--- src/rtl/tis_pkg.sv ---
// Shared types, range limits and the saturating clamp used by the core,
// the stream source and the stream sink.
package tis_pkg;

  typedef logic signed [10:0] word_t;

  localparam word_t TIS_MAX = 11'sd999;
  localparam word_t TIS_MIN = -11'sd999;

  typedef enum logic [1:0] {
    IDLE,
    OFFER,
    GAP,
    DONE
  } src_state_t;

  // Saturate a raw 11-bit word into the accumulator range of the core.
  function automatic word_t tis_clamp(input word_t w);
    if (w > TIS_MAX) begin
      return TIS_MAX;
    end
    if (w < TIS_MIN) begin
      return TIS_MIN;
    end
    return w;
  endfunction

endpackage

--- src/rtl/stream_source.sv ---
// Test-data writer: offers a preloaded list of clamped words on the core
// write handshake (write = offer, wready = accept) and reports how many
// words were delivered plus a sticky done flag.
module stream_source
  import tis_pkg::*;
#(
  parameter int DEPTH = 16,
  parameter int GAP   = 1
) (
  input  logic               clk,
  input  logic               rst,
  input  logic               start,
  input  logic [7:0]         len,
  input  logic signed [10:0] values [0:DEPTH-1],
  input  logic               wready,
  output logic               write,
  output logic signed [10:0] out,
  output logic [7:0]         count,
  output logic               done
);

  localparam int         IDX_W    = (DEPTH > 1) ? $clog2(DEPTH) : 1;
  localparam logic [7:0] DEPTH_W  = 8'(DEPTH);
  localparam logic [3:0] GAP_LOAD = (GAP > 0) ? 4'(GAP - 1) : 4'd0;

  src_state_t       state;
  logic [IDX_W-1:0] idx;
  logic [7:0]       total;
  logic [3:0]       gap_cnt;

  logic [7:0]       len_eff;
  logic [IDX_W-1:0] idx_next;
  word_t            word_first;
  word_t            word_cur;
  word_t            word_next;

  // Effective length and the clamped candidate words, read live from the list.
  always_comb begin
    len_eff    = (len > DEPTH_W) ? DEPTH_W : len;
    idx_next   = idx + IDX_W'(1);
    word_first = tis_clamp(values[0]);
    word_cur   = tis_clamp(values[idx]);
    word_next  = tis_clamp(values[idx_next]);
  end

  // Streaming FSM. A start arriving mid-stream first drops write for one
  // cycle (parked in GAP with an expired gap counter) so the reader sees a
  // clean boundary, then the new stream begins at entry 0.
  always_ff @(posedge clk or posedge rst) begin
    if (rst) begin
      state   <= IDLE;
      write   <= 1'b0;
      out     <= '0;
      count   <= 8'd0;
      done    <= 1'b0;
      idx     <= '0;
      total   <= 8'd0;
      gap_cnt <= 4'd0;
    end else if (start) begin
      total   <= len_eff;
      count   <= 8'd0;
      done    <= 1'b0;
      idx     <= '0;
      gap_cnt <= 4'd0;
      if (len_eff == 8'd0) begin
        state <= DONE;
        write <= 1'b0;
        done  <= 1'b1;
      end else if (state == OFFER || state == tis_pkg::GAP) begin
        state <= tis_pkg::GAP;
        write <= 1'b0;
      end else begin
        state <= OFFER;
        write <= 1'b1;
        out   <= word_first;
      end
    end else begin
      case (state)
        IDLE: begin
          write <= 1'b0;
        end
        OFFER: begin
          if (write && wready) begin
            count <= (count == 8'hFF) ? count : count + 8'd1;
            idx   <= idx_next;
            if (count + 8'd1 == total) begin
              state <= DONE;
              write <= 1'b0;
              done  <= 1'b1;
            end else if (GAP > 0) begin
              state   <= tis_pkg::GAP;
              write   <= 1'b0;
              gap_cnt <= GAP_LOAD;
            end else begin
              out <= word_next;
            end
          end
        end
        tis_pkg::GAP: begin
          if (gap_cnt == 4'd0) begin
            state <= OFFER;
            write <= 1'b1;
            out   <= word_cur;
          end else begin
            gap_cnt <= gap_cnt - 4'd1;
          end
        end
        DONE: begin
          write <= 1'b0;
          done  <= 1'b1;
        end
        default: begin
          state <= IDLE;
          write <= 1'b0;
        end
      endcase
    end
  end

endmodule
--- config.mk ---
export PLATFORM = sky130hd
export DESIGN_NAME = stream_source
export DESIGN_NICKNAME = d
export VERILOG_FILES = /design/src/rtl/tis_pkg.sv /design/src/rtl/stream_source.sv
export SDC_FILE = /design/constraint.sdc
export NUM_CORES = 1
export LEC_CHECK = 0
export ABC_AREA = 1
export BUFFER_PORTS_ARGS = -buffer_cell sky130_fd_sc_hd__clkbuf_2
export CORE_ASPECT_RATIO = 2
export CORE_MARGIN = 1
export CORE_UTILIZATION = 40
export DETAILED_ROUTE_END_ITERATION = 8
export PLACE_DENSITY_LB_ADDON = 0.25
export REMOVE_ABC_BUFFERS = 1
export SETUP_SLACK_MARGIN = 0.2
export SLEW_MARGIN = 15
export SYNTH_ARGS = -nofsm -noshare
export SYNTH_HDL_FRONTEND = slang
export SYNTH_SLANG_ARGS = --single-unit
--- constraint.sdc ---
create_clock -name clk -period 3.22 [get_ports clk]
set_clock_uncertainty 0.05 [all_clocks]
set_input_delay 0.644 -clock clk [delete_from_list [all_inputs] [get_ports clk]]
set_output_delay 0.644 -clock clk [all_outputs]
set_load 0.01 [all_outputs]
==> impl_metrics.env, run 1 <==
export IMPL_grt_pass1_vias=5244
export IMPL_drv_slew=0
export IMPL_final_setup_viol_count=0
export IMPL_firstDrtPassIters=6
export IMPL_post_route_period_util_pct=82.90
export IMPL_synth_edff_count=0
export IMPL_tightest_slew_ns=0.5559
export IMPL_r2r_cells=19
export IMPL_initial_core_util_pct=41.42
export IMPL_port_buffer_count=208
export IMPL_diodes=0
export IMPL_antenna_found_initial=0
export IMPL_regArea_um2=977.2
export IMPL_cts_made_buffers=5
export IMPL_cts_resized=0
export IMPL_yosysTopAreaCell="nand2_1"
export IMPL_post_dp_hpwl_um=11520
export IMPL_syn_to_final_growth_pct=29.33
export IMPL_timing_hold_ws_ns=0.2197
export IMPL_ios=209
export IMPL_ys_flop_type="dfrtp_1"
export IMPL_reg2reg_to="out[6]"
export IMPL_path_class="reg -> reg"
export IMPL_powerDensity_mw_per_mm2=429.6
export IMPL_report_final_hold_viol_count=0
export IMPL_critPathArrivalTime_ns=2.78
export IMPL_crit_buf_inv=4
export IMPL_num_rows=53
export IMPL_multi_input_area_mm2=0.002788
export IMPL_maxSlewHeadroom_pct=62.90
export IMPL_cp_common_cell="nand2_1"
export IMPL_yosysMostFrequentCell="nand2_1"
export IMPL_cp_top_family="simple AND/OR/NAND/NOR gates"
export IMPL_syn_avg_cell_area_um2=5.562
export IMPL_ys_types=32
export IMPL_core_region_area_mm2=0.01061
export IMPL_regToRegStartpoint="idx[0]"
export IMPL_holdBufCountCts=0
export IMPL_cts_tree="built"
export IMPL_clk_latency_ns=0.29
export IMPL_first_iter_violations=236
export IMPL_wirelength_um=14740
export IMPL_synth_seq_cells=39
export IMPL_cts_sinks=39
export IMPL_fillers=1165
export IMPL_synthesis_area_mm2=0.004394
export IMPL_vias=5578
export IMPL_maxCapViolCount=0
export IMPL_synth_async_reset_ratio_pct=100.0
export IMPL_max_freq_ghz=0.3746
export IMPL_combPwrFrac_pct=47.3
export IMPL_grt_max_degree=71
export IMPL_grtUsageTotal_pct=25.46
export IMPL_ir_worst_vdd_v=0.0003975
export IMPL_netlist_top_cells_area="nand2_1 24%, dfrtp_1 22%, nand3_1 11%"
export IMPL_gr_total_overflow=0
export IMPL_crit_path_end_kind="flop"
export IMPL_yosys_top_cells_count="279 x nand2_1, 100 x nand3_1, 98 x nor2_1"
export IMPL_yosysWarnings=0
export IMPL_seqPwrFrac_pct=28.7
export IMPL_clock_path_buffers=2
export IMPL_swShare_pct=40.67
export IMPL_clkTransAtPathRegs_ns=0.06
export IMPL_cp_depth=19
export IMPL_p_int_mw=1.448
export IMPL_synth_cells=790
export IMPL_h_tree_depth=2
export IMPL_hp_class="in -> async"
export IMPL_required_ns=3.33
export IMPL_die_area_mm2=0.01143
export IMPL_crit_fanout=46
export IMPL_worst_path_max_delay_cell="dfrtp_2"
export IMPL_root_buffer="clkbuf_16"
export IMPL_grt_pass1_wl_um=23480
export IMPL_ys_seq_area_share_pct=22.21
export IMPL_post_cts_setup_buffer_count=0
export IMPL_drt_vias_per_instance=4.998
export IMPL_wl_per_cell_um=13.21
export IMPL_path_cells="inv_4 -> buf_12 -> nand2_1 -> nand2_1 -> nand2_1 -> nand3_1 -> nand3_1 -> nand2_1 -> nand2_1 -> inv_1 -> nand2_1 -> nand2_1 -> nand2_1 -> ha_1 -> inv_1 -> nand2_1 -> nand3_2 -> nand2_1 -> nand2_1"
export IMPL_rsz0062_at_grt="false"
export IMPL_gp_congestion=0.8817
export IMPL_die_w_um=76.12
export IMPL_r2r_slack_ns=0.55
export IMPL_p_switching_mw=0.9929
export IMPL_p_leak_nw=3.309
export IMPL_startpoint_type="flop"
export IMPL_die_h_um=150.2
export IMPL_drive_gt1_share_pct=25.13
export IMPL_final_util_pct=53.56
export IMPL_yosys_area_top_type_share_pct=23.83
export IMPL_status="finished clean"
export IMPL_pwr_share_clk_pct=24.0
export IMPL_period_needed_ns=2.669
export IMPL_max_stage_delay_ns=0.44
export IMPL_nNetsFinal=1175
export IMPL_drc=0
export IMPL_ant_nets=0
-- power by group through the flow --
stage | Clock [mW] | Sequential (mW) | Combinational (mW)
after floorplan | 0 | 0.743 | 0.672
after global placement | 0 | 0.706 | 1.14
after detailed placement | 0 | 0.705 | 1.15
after CTS | 0.597 | 0.701 | 1.16
after global routing | 0.616 | 0.718 | 1.31
final | 0.586 | 0.701 | 1.15
-- worst max path at each step --
stage	from	end
final	idx[0]	out[6]
after global routing	idx[0]	out[9]
after CTS	idx[0]	out[6]
after detailed placement	idx[0]	out[6]
after global placement	idx[0]	out[5]
after floorplan	idx[0]	out[1]
-- through the flow --
step / setup slack (ns) / cell area [µm²] / std cells / power [mW] / setup TNS, ns
2_1_floorplan: -0.7351 / 4130 / 747 / 1.415 / -7.760
3_3_place_gp: 0.6435 / 5509 / 1108 / 1.844 / 0
3_5_place_dp: 0.5923 / 5509 / 1108 / 1.857 / 0
4_1_cts: 0.5413 / 5683 / 1116 / 2.463 / 0
5_1_grt: 0.2391 / 5683 / 1116 / 2.641 / 0
6_report: 0.5508 / 5683 / 1116 / 2.441 / 0
-- state kept, by name, indices dropped and copies added, names as in the netlist --
name,count
total,8
write,1
state,2
idx,4
count,8
out,11
done,1
gap_cnt,4
-- final cells by class --
cell class / instances / share of cell area (%)
Clock buffer: 6 / 2.444
Clock inverter: 2 / 0.6165
Inverter: 99 / 6.583
Multi-Input combinational cell: 609 / 49.05
Sequential cell: 39 / 17.20
Tap cell: 137 / 3.016
Timing Repair Buffer: 224 / 21.09
-- routing by layer --
layer | part of all wire [%] | GRT usage, %
met1 | 37 | 26.43
met2 | 53 | 50.18
met3 | 5.6 | 3.273
met4 | 4.0 | 11.25
met5 | 0 | 0
-- layout by cell type, fill, tap and decap left out, types with 7 or more instances in the layout --
cell type / Yosys / final
a21oi_1: 14 / 14
buf_4: 6 / 13
clkbuf_2: 0 / 208
dfrtp_1: 39 / 38
ha_1: 9 / 9
inv_1: 96 / 96
nand2_1: 279 / 279
nand3_1: 100 / 100
nand3_2: 7 / 7
nor2_1: 98 / 98
nor3_1: 9 / 9
o211ai_1: 17 / 17
o21ai_0: 44 / 44
o22ai_1: 7 / 7
-- cells by family (layout without fill, tap and decap cells) --
group	after synthesis	count (layout)	share of synthesized area, %
AND/OR/NAND/NOR	502	502	47.52
buffers and inverters	142	331	14.52
AO/OA/AOI/OAI	94	94	12.39
flip-flops	39	39	22.21
adder cells (fa/ha/maj)	9	9	2.563
XOR/XNOR	4	4	0.7974
No activity file was read; power rests on OpenSTA's default activity.
==> run 2, diff against run 1 <==
--- a/config.mk
+++ b/config.mk
@@ -5,7 +5,7 @@
 export SDC_FILE = /design/constraint.sdc
 export NUM_CORES = 1
 export LEC_CHECK = 0
-export ABC_AREA = 1
+export ABC_AREA = 0
 export BUFFER_PORTS_ARGS = -buffer_cell sky130_fd_sc_hd__clkbuf_2
 export CORE_ASPECT_RATIO = 2
 export CORE_MARGIN = 1
==> constraint.sdc (replaced) <==
create_clock -name clk -period 2.1 [get_ports clk]
set_clock_uncertainty 0.05 [all_clocks]
set_input_delay 0.42 -clock clk [delete_from_list [all_inputs] [get_ports clk]]
set_output_delay 0.42 -clock clk [all_outputs]
set_load 0.01 [all_outputs]
==> run 2 against run 1 <==
Compared with the run above:
- the flow now finishes with violations (negative setup slack)
- die area is 15% lower
- maximum frequency is 9.8% lower
- via count is 23% lower
- synthesized cell count is 55% lower
- critical path type unchanged
- largest cell class unchanged
==> impl_metrics.env, run 2 <==
export IMPL_synth_seq_cells=39
export IMPL_startpoint_type="flop"
export IMPL_maxSlewHeadroom_pct=64.90
export IMPL_holdBufCountCts=0
export IMPL_grt_pass1_vias=4555
export IMPL_top_regs="out: 11 flops, count: 8 flops, total: 8 flops"
export IMPL_die_area_mm2=0.009696
export IMPL_status="complete, but fails checks"
export IMPL_cts_tree="built"
export IMPL_crit_path_end_kind="flop"
export IMPL_path_class="reg -> reg"
export IMPL_synthesis_area_mm2=0.003714
export IMPL_drc=0
export IMPL_grt_pass1_wl_um=21140
export IMPL_clkTransAtPathRegs_ns=0.06
export IMPL_ys_flop_type="dfrtp_1"
export IMPL_r2r_slack_ns=-0.86
export IMPL_final_setup_viol_count=13
export IMPL_synth_edff_count=0
export IMPL_p_switching_mw=1.458
export IMPL_dpl_cell_area_mm2=0.005365
export IMPL_cts_sinks=39
export IMPL_syn_to_final_growth_pct=63.04
export IMPL_netlist_top_cells_area="dfrtp_1 26%, mux4_2 24%, a22oi_1 3.0%"
export IMPL_yosys_top_cells_count="40 x mux4_2, 39 x dfrtp_1, 27 x nor2_1"
export IMPL_first_iter_violations=239
export IMPL_root_buffer="clkbuf_16"
export IMPL_report_final_hold_viol_count=0
export IMPL_diodes=0
export IMPL_cts_made_buffers=5
export IMPL_wirelength_um=13310
export IMPL_synth_async_reset_ratio_pct=100.0
export IMPL_powerDensity_mw_per_mm2=667.8
export IMPL_worst_slack_ns=-0.8602
export IMPL_clk_latency_ns=0.28
export IMPL_gp_congestion=0.8870
export IMPL_swShare_pct=36.06
export IMPL_timing_hold_ws_ns=0.1840
export IMPL_post_route_period_util_pct=141.0
export IMPL_ys_types=56
export IMPL_p_int_mw=2.585
export IMPL_max_freq_ghz=0.3378
export IMPL_p_leak_nw=2.808
export IMPL_drive_gt1_share_pct=62.27
export IMPL_num_rows=49
export IMPL_r2r_cells=10
export IMPL_clock_path_buffers=2
export IMPL_maxCapViolCount=0
export IMPL_h_tree_depth=2
export IMPL_period_needed_ns=2.960
export IMPL_port_buffer_count=208
export IMPL_tightest_slew_ns=0.5265
export IMPL_critPathArrivalTime_ns=3.07
export IMPL_vias=4276
export IMPL_rsz0062_at_grt="true"
export IMPL_ir_worst_vdd_v=0.0004582
export IMPL_seqPwrFrac_pct=26.3
export IMPL_finish_instance_area_mm2=0.006055
export IMPL_grtUsageTotal_pct=27.51
export IMPL_crit_fanout=6
export IMPL_reg2reg_to="out[3]"
export IMPL_total_power_mw=4.043
export IMPL_antenna_found_initial=0
export IMPL_die_w_um=70.13
export IMPL_post_dp_hpwl_um=10540
export IMPL_grt_max_degree=40
export IMPL_ys_seq_area_share_pct=26.28
export IMPL_layout_commonest_cell="clkbuf_2"
export IMPL_initial_core_util_pct=41.21
export IMPL_hp_class="in -> async"
export IMPL_final_cell_mix="208 x clkbuf_2, 81 x buf_4, 40 x mux4_2"
export IMPL_largest_register="out"
export IMPL_gr_total_overflow=0
export IMPL_drt_vias_per_instance=5.732
export IMPL_required_ns=2.21
export IMPL_pwr_share_clk_pct=21.9
export IMPL_ant_nets=0
export IMPL_violations="negative setup slack"
export IMPL_ios=209
export IMPL_firstDrtPassIters=4
export IMPL_synth_cells=359
export IMPL_syn_avg_cell_area_um2=10.34
export IMPL_die_h_um=138.3
export IMPL_core_region_area_mm2=0.009012
export IMPL_yosysMostFrequentCell="mux4_2"
export IMPL_yosysWarnings=0
export IMPL_yosys_area_top_type_share_pct=26.28
export IMPL_nNetsFinal=840
export IMPL_regToRegStartpoint="idx[0]"
export IMPL_largest_reg_flops=11
export IMPL_wl_per_cell_um=17.84
export IMPL_combPwrFrac_pct=51.8
export IMPL_yosysTopAreaCell="dfrtp_1"
export IMPL_drv_slew=0
## run 2: worst max path at each step
| stage | cells after the start | slack [ns] | from | to |
|---|---|---|---|---|
| finish | 10 | -0.86 | idx[0] | out[3] |
| global route | 10 | -0.95 | idx[0] | out[4] |
| CTS | 11 | -0.88 | idx[0] | out[3] |
| detailed placement | 10 | -0.98 | idx[0] | out[3] |
| global placement | 10 | -0.93 | idx[0] | out[3] |
| floorplan | 9 | -2.22 | idx[0] | out[3] |
## run 2: what timing repair did
action | in CTS | in global routing
setup endpoints to repair | 18 | 24
setup buffers | 17 | 3
gates resized for setup | 49 | 22
pin swaps | 35 | 21
gates cloned | 1 | 0
## run 2: worst max-delay path, stage by stage (launching register included)
cell      delay, ns
dfrtp_2        0.43
buf_12         0.14
buf_4          0.15
mux4_2         0.51
a221oi_2       0.34
nand2_1        0.11
o211ai_1       0.24
a31o_4         0.20
ha_4           0.20
o21a_1         0.17
a221o_1        0.30
## run 2: kinds of logic (layout without fill, tap and decap cells)
| kind of cell | count (synthesis) | in the layout | synth area share (%) |
|---|---|---|---|
| buf+inv | 45 | 330 | 5.829 |
| xor+xnor | 19 | 19 | 4.481 |
| fa+ha+maj | 9 | 9 | 3.032 |
| simple gates | 113 | 113 | 15.97 |
| mux | 46 | 46 | 27.66 |
| flops | 39 | 39 | 26.28 |
| compound gates | 88 | 88 | 16.75 |
## run 2: power groups by stage
stage / clock network [mW] / logic (mW) / registers [mW]
final: 0.884 / 2.09 / 1.06
after global routing: 0.923 / 2.29 / 1.09
after CTS: 0.891 / 2.05 / 1.06
after detailed placement: 0 / 1.87 / 1.07
after global placement: 0 / 1.81 / 1.06
after floorplan: 0 / 0.979 / 1.14
## run 2: metal layers
metal / routed length, µm / GRT usage (%) / share of wire (%) / vias to the layer above
met5: 0 / 0 / 0 / -
met4: 512 / 12.11 / 3.8 / 0
met3: 522 / 2.478 / 3.9 / 44
met2: 7927 / 54.81 / 60 / 204
met1: 4344 / 27.63 / 33 / 2061
li1: - / - / - / 1967
## run 2: final cells by class
cell class	instances	area, µm²
Clock inverter	3	43.79
Clock buffer	5	125.1
Timing Repair Buffer	305	1889
Tap cell	102	127.6
Multi-Input combinational cell	275	2825
Sequential cell	39	979.7
Inverter	17	63.81
Fill cell	683	2958
## run 2: per-stage QoR
step                      TNS, ns  util, %  setup slack (ns)  std cells
after floorplan            -24.83        -            -2.222        331
after global placement     -9.575    59.53           -0.9303        717
after detailed placement   -10.07    59.53           -0.9806        717
after CTS                  -8.973    65.81           -0.8844        743
after global routing       -10.43    67.18           -0.9502        746
final                      -8.777    67.18           -0.8602        746
==> run 3, diff against run 2 <==
--- a/config.mk
+++ b/config.mk
@@ -12,8 +12,7 @@
 export CORE_UTILIZATION = 40
 export DETAILED_ROUTE_END_ITERATION = 8
 export PLACE_DENSITY_LB_ADDON = 0.25
-export REMOVE_ABC_BUFFERS = 1
-export SETUP_SLACK_MARGIN = 0.2
+export SETUP_SLACK_MARGIN = 0.3
 export SLEW_MARGIN = 15
 export SYNTH_ARGS = -nofsm -noshare
 export SYNTH_HDL_FRONTEND = slang
==> run 3 against run 2 <==
Compared with the run above:
- the run still ends with negative setup slack left
- combinational power grew 5%
- final area down 1.7%
- sequential share of layout area increased by 0.38 points
- first-iteration DRC count decreased by 38%
- clock power is 12% lower
- total power rose by 0.27%
- via count decreased by 0.84%
- die area did not move
- register-to-register slack improved by 0.08 ns
- count of clock-buffer cells in the layout increased by 2
- sequential power about the same
==> impl_metrics.env, run 3 (synthesis results as in run 2) <==
export IMPL_ios=209
export IMPL_h_tree_depth=2
export IMPL_powerDensity_mw_per_mm2=681.1
export IMPL_tightest_slew_ns=0.5240
export IMPL_final_cell_mix="208 x clkbuf_2, 80 x buf_4, 40 x mux4_2"
export IMPL_antenna_found_initial=0
export IMPL_path_class="reg -> reg"
export IMPL_synth_nets=556
export IMPL_final_setup_viol_count=16
export IMPL_clk_latency_ns=0.29
export IMPL_grt_max_degree=40
export IMPL_cts_made_buffers=5
export IMPL_final_util_pct=66.04
export IMPL_holdBufCountCts=0
export IMPL_wirelength_um=13200
export IMPL_drc=0
export IMPL_gp_congestion=0.8579
export IMPL_maxCapViolCount=0
export IMPL_largest_register="out"
export IMPL_rsz0062_at_grt="true"
export IMPL_required_ns=2.22
export IMPL_top_regs="out: 11 flops, count: 8 flops, total: 8 flops"
export IMPL_drv_slew=0
export IMPL_setup_tns_ns=-7.961
export IMPL_endpoint="out[4]"
export IMPL_ir_worst_vdd_v=0.0004679
export IMPL_maxSlewHeadroom_pct=65.06
export IMPL_drt_vias_per_instance=5.714
export IMPL_cts_sinks=39
export IMPL_die_h_um=138.3
export IMPL_core_region_area_mm2=0.009012
export IMPL_gr_total_overflow=0
export IMPL_reg2reg_to="out[4]"
export IMPL_initial_core_util_pct=41.21
export IMPL_drive_gt1_share_pct=63.44
export IMPL_grt_pass1_vias=4627
export IMPL_worst_slack_ns=-0.7808
export IMPL_wl_per_cell_um=17.79
export IMPL_ant_nets=0
export IMPL_r2r_slack_ns=-0.78
export IMPL_die_area_mm2=0.009696
export IMPL_clkTransAtPathRegs_ns=0.06
export IMPL_post_route_period_util_pct=137.2
export IMPL_port_buffer_count=208
export IMPL_grtUsageTotal_pct=28.30
export IMPL_grt_pass1_wl_um=21600
export IMPL_period_needed_ns=2.881
export IMPL_status="complete, but fails checks"
export IMPL_crit_fanout=6
export IMPL_diodes=0
export IMPL_fillers=701
export IMPL_hp_class="in -> async"
export IMPL_startpoint="idx[0]"
export IMPL_largest_reg_flops=11
export IMPL_first_iter_violations=147
export IMPL_p_leak_nw=2.739
export IMPL_post_dp_hpwl_um=10740
export IMPL_die_w_um=70.13
export IMPL_nNetsFinal=836
export IMPL_report_final_hold_viol_count=0
export IMPL_startpoint_type="flop"
export IMPL_num_rows=49
export IMPL_root_buffer="clkbuf_16"
export IMPL_violations="negative setup slack"
export IMPL_critPathArrivalTime_ns=3.00
export IMPL_syn_to_final_growth_pct=60.28
export IMPL_cts_tree="built"
export IMPL_clock_path_buffers=2
export IMPL_vias=4240
export IMPL_total_power_mw=4.054
export IMPL_max_freq_ghz=0.3471
export IMPL_regToRegStartpoint="idx[0]"
export IMPL_layout_commonest_cell="clkbuf_2"
export IMPL_r2r_cells=10
export IMPL_firstDrtPassIters=4
export IMPL_crit_path_end_kind="flop"
run 3: cell count changes in the layout (fill, tap and decap cells not counted), moves of 4 or more:
| cell | before | now |
|---|---|---|
| dfrtp_1 | 36 | 31 |
| a22oi_2 | 4 | 0 |
| a22oi_1 | 11 | 15 |
| dfrtp_2 | 3 | 8 |
run 3: power by group:
part,switching (mW),total (mW),internal (mW)
registers,0.143,1.07,0.930
clock network,0.311,0.782,0.471
logic,1.04,2.20,1.15
total,1.50,4.05,2.56
run 3: worst max-delay path, cell delays in order (launching register included):
cell	delay, ns
dfrtp_2	0.42
buf_8	0.14
mux4_2	0.49
a22o_1	0.24
a221oi_2	0.24
nand2_1	0.12
o211ai_1	0.19
a31o_2	0.20
ha_4	0.21
o21a_1	0.17
a221o_1	0.29
run 3: layout make-up:
| type | instances | area [µm²] | area share, % |
|---|---|---|---|
| Inverter | 17 | 66.31 | 1.114 |
| Clock buffer | 7 | 142.6 | 2.396 |
| Clock inverter | 1 | 5.005 | 0.08409 |
| Tap cell | 102 | 127.6 | 2.144 |
| Timing Repair Buffer | 301 | 1818 | 30.54 |
| Sequential cell | 39 | 985.9 | 16.57 |
| Multi-Input combinational cell | 275 | 2806 | 47.15 |
run 3: metrics by stage:
stage	area, µm²	instances	worst slack, ns	hold WS (ns)
3_5_place_dp	5423	718	-0.8280	0.4603
6_report	5952	742	-0.7808	0.1849
4_1_cts	5754	733	-0.7634	0.1984
5_1_grt	5952	742	-0.9013	0.2359
2_1_floorplan	3844	359	-0.8216	0.4336
3_3_place_gp	5423	718	-0.7595	0.4541
run 3: worst min path at each step:
stage | endpoint | slack, ns | cells past startpoint
6_report | total[5] | 0.18 | 3
4_1_cts | total[5] | 0.20 | 3
2_1_floorplan | total[5] | 0.43 | 1
3_5_place_dp | total[6] | 0.46 | 1
3_3_place_gp | gap_cnt[1] | 0.45 | 2
5_1_grt | total[5] | 0.24 | 3
run 3: timing repair:
item	CTS	global route
buffers inserted	7	9
pin swaps	16	16
resized for setup	27	34
endpoints found under the setup margin	24	24
run 3: routing by layer:
layer  track usage [%]  share of wire (%)
met3             3.644                4.3
met5                 0                  0
met2             56.43                 61
met4             13.47                4.2
met1             27.17                 30
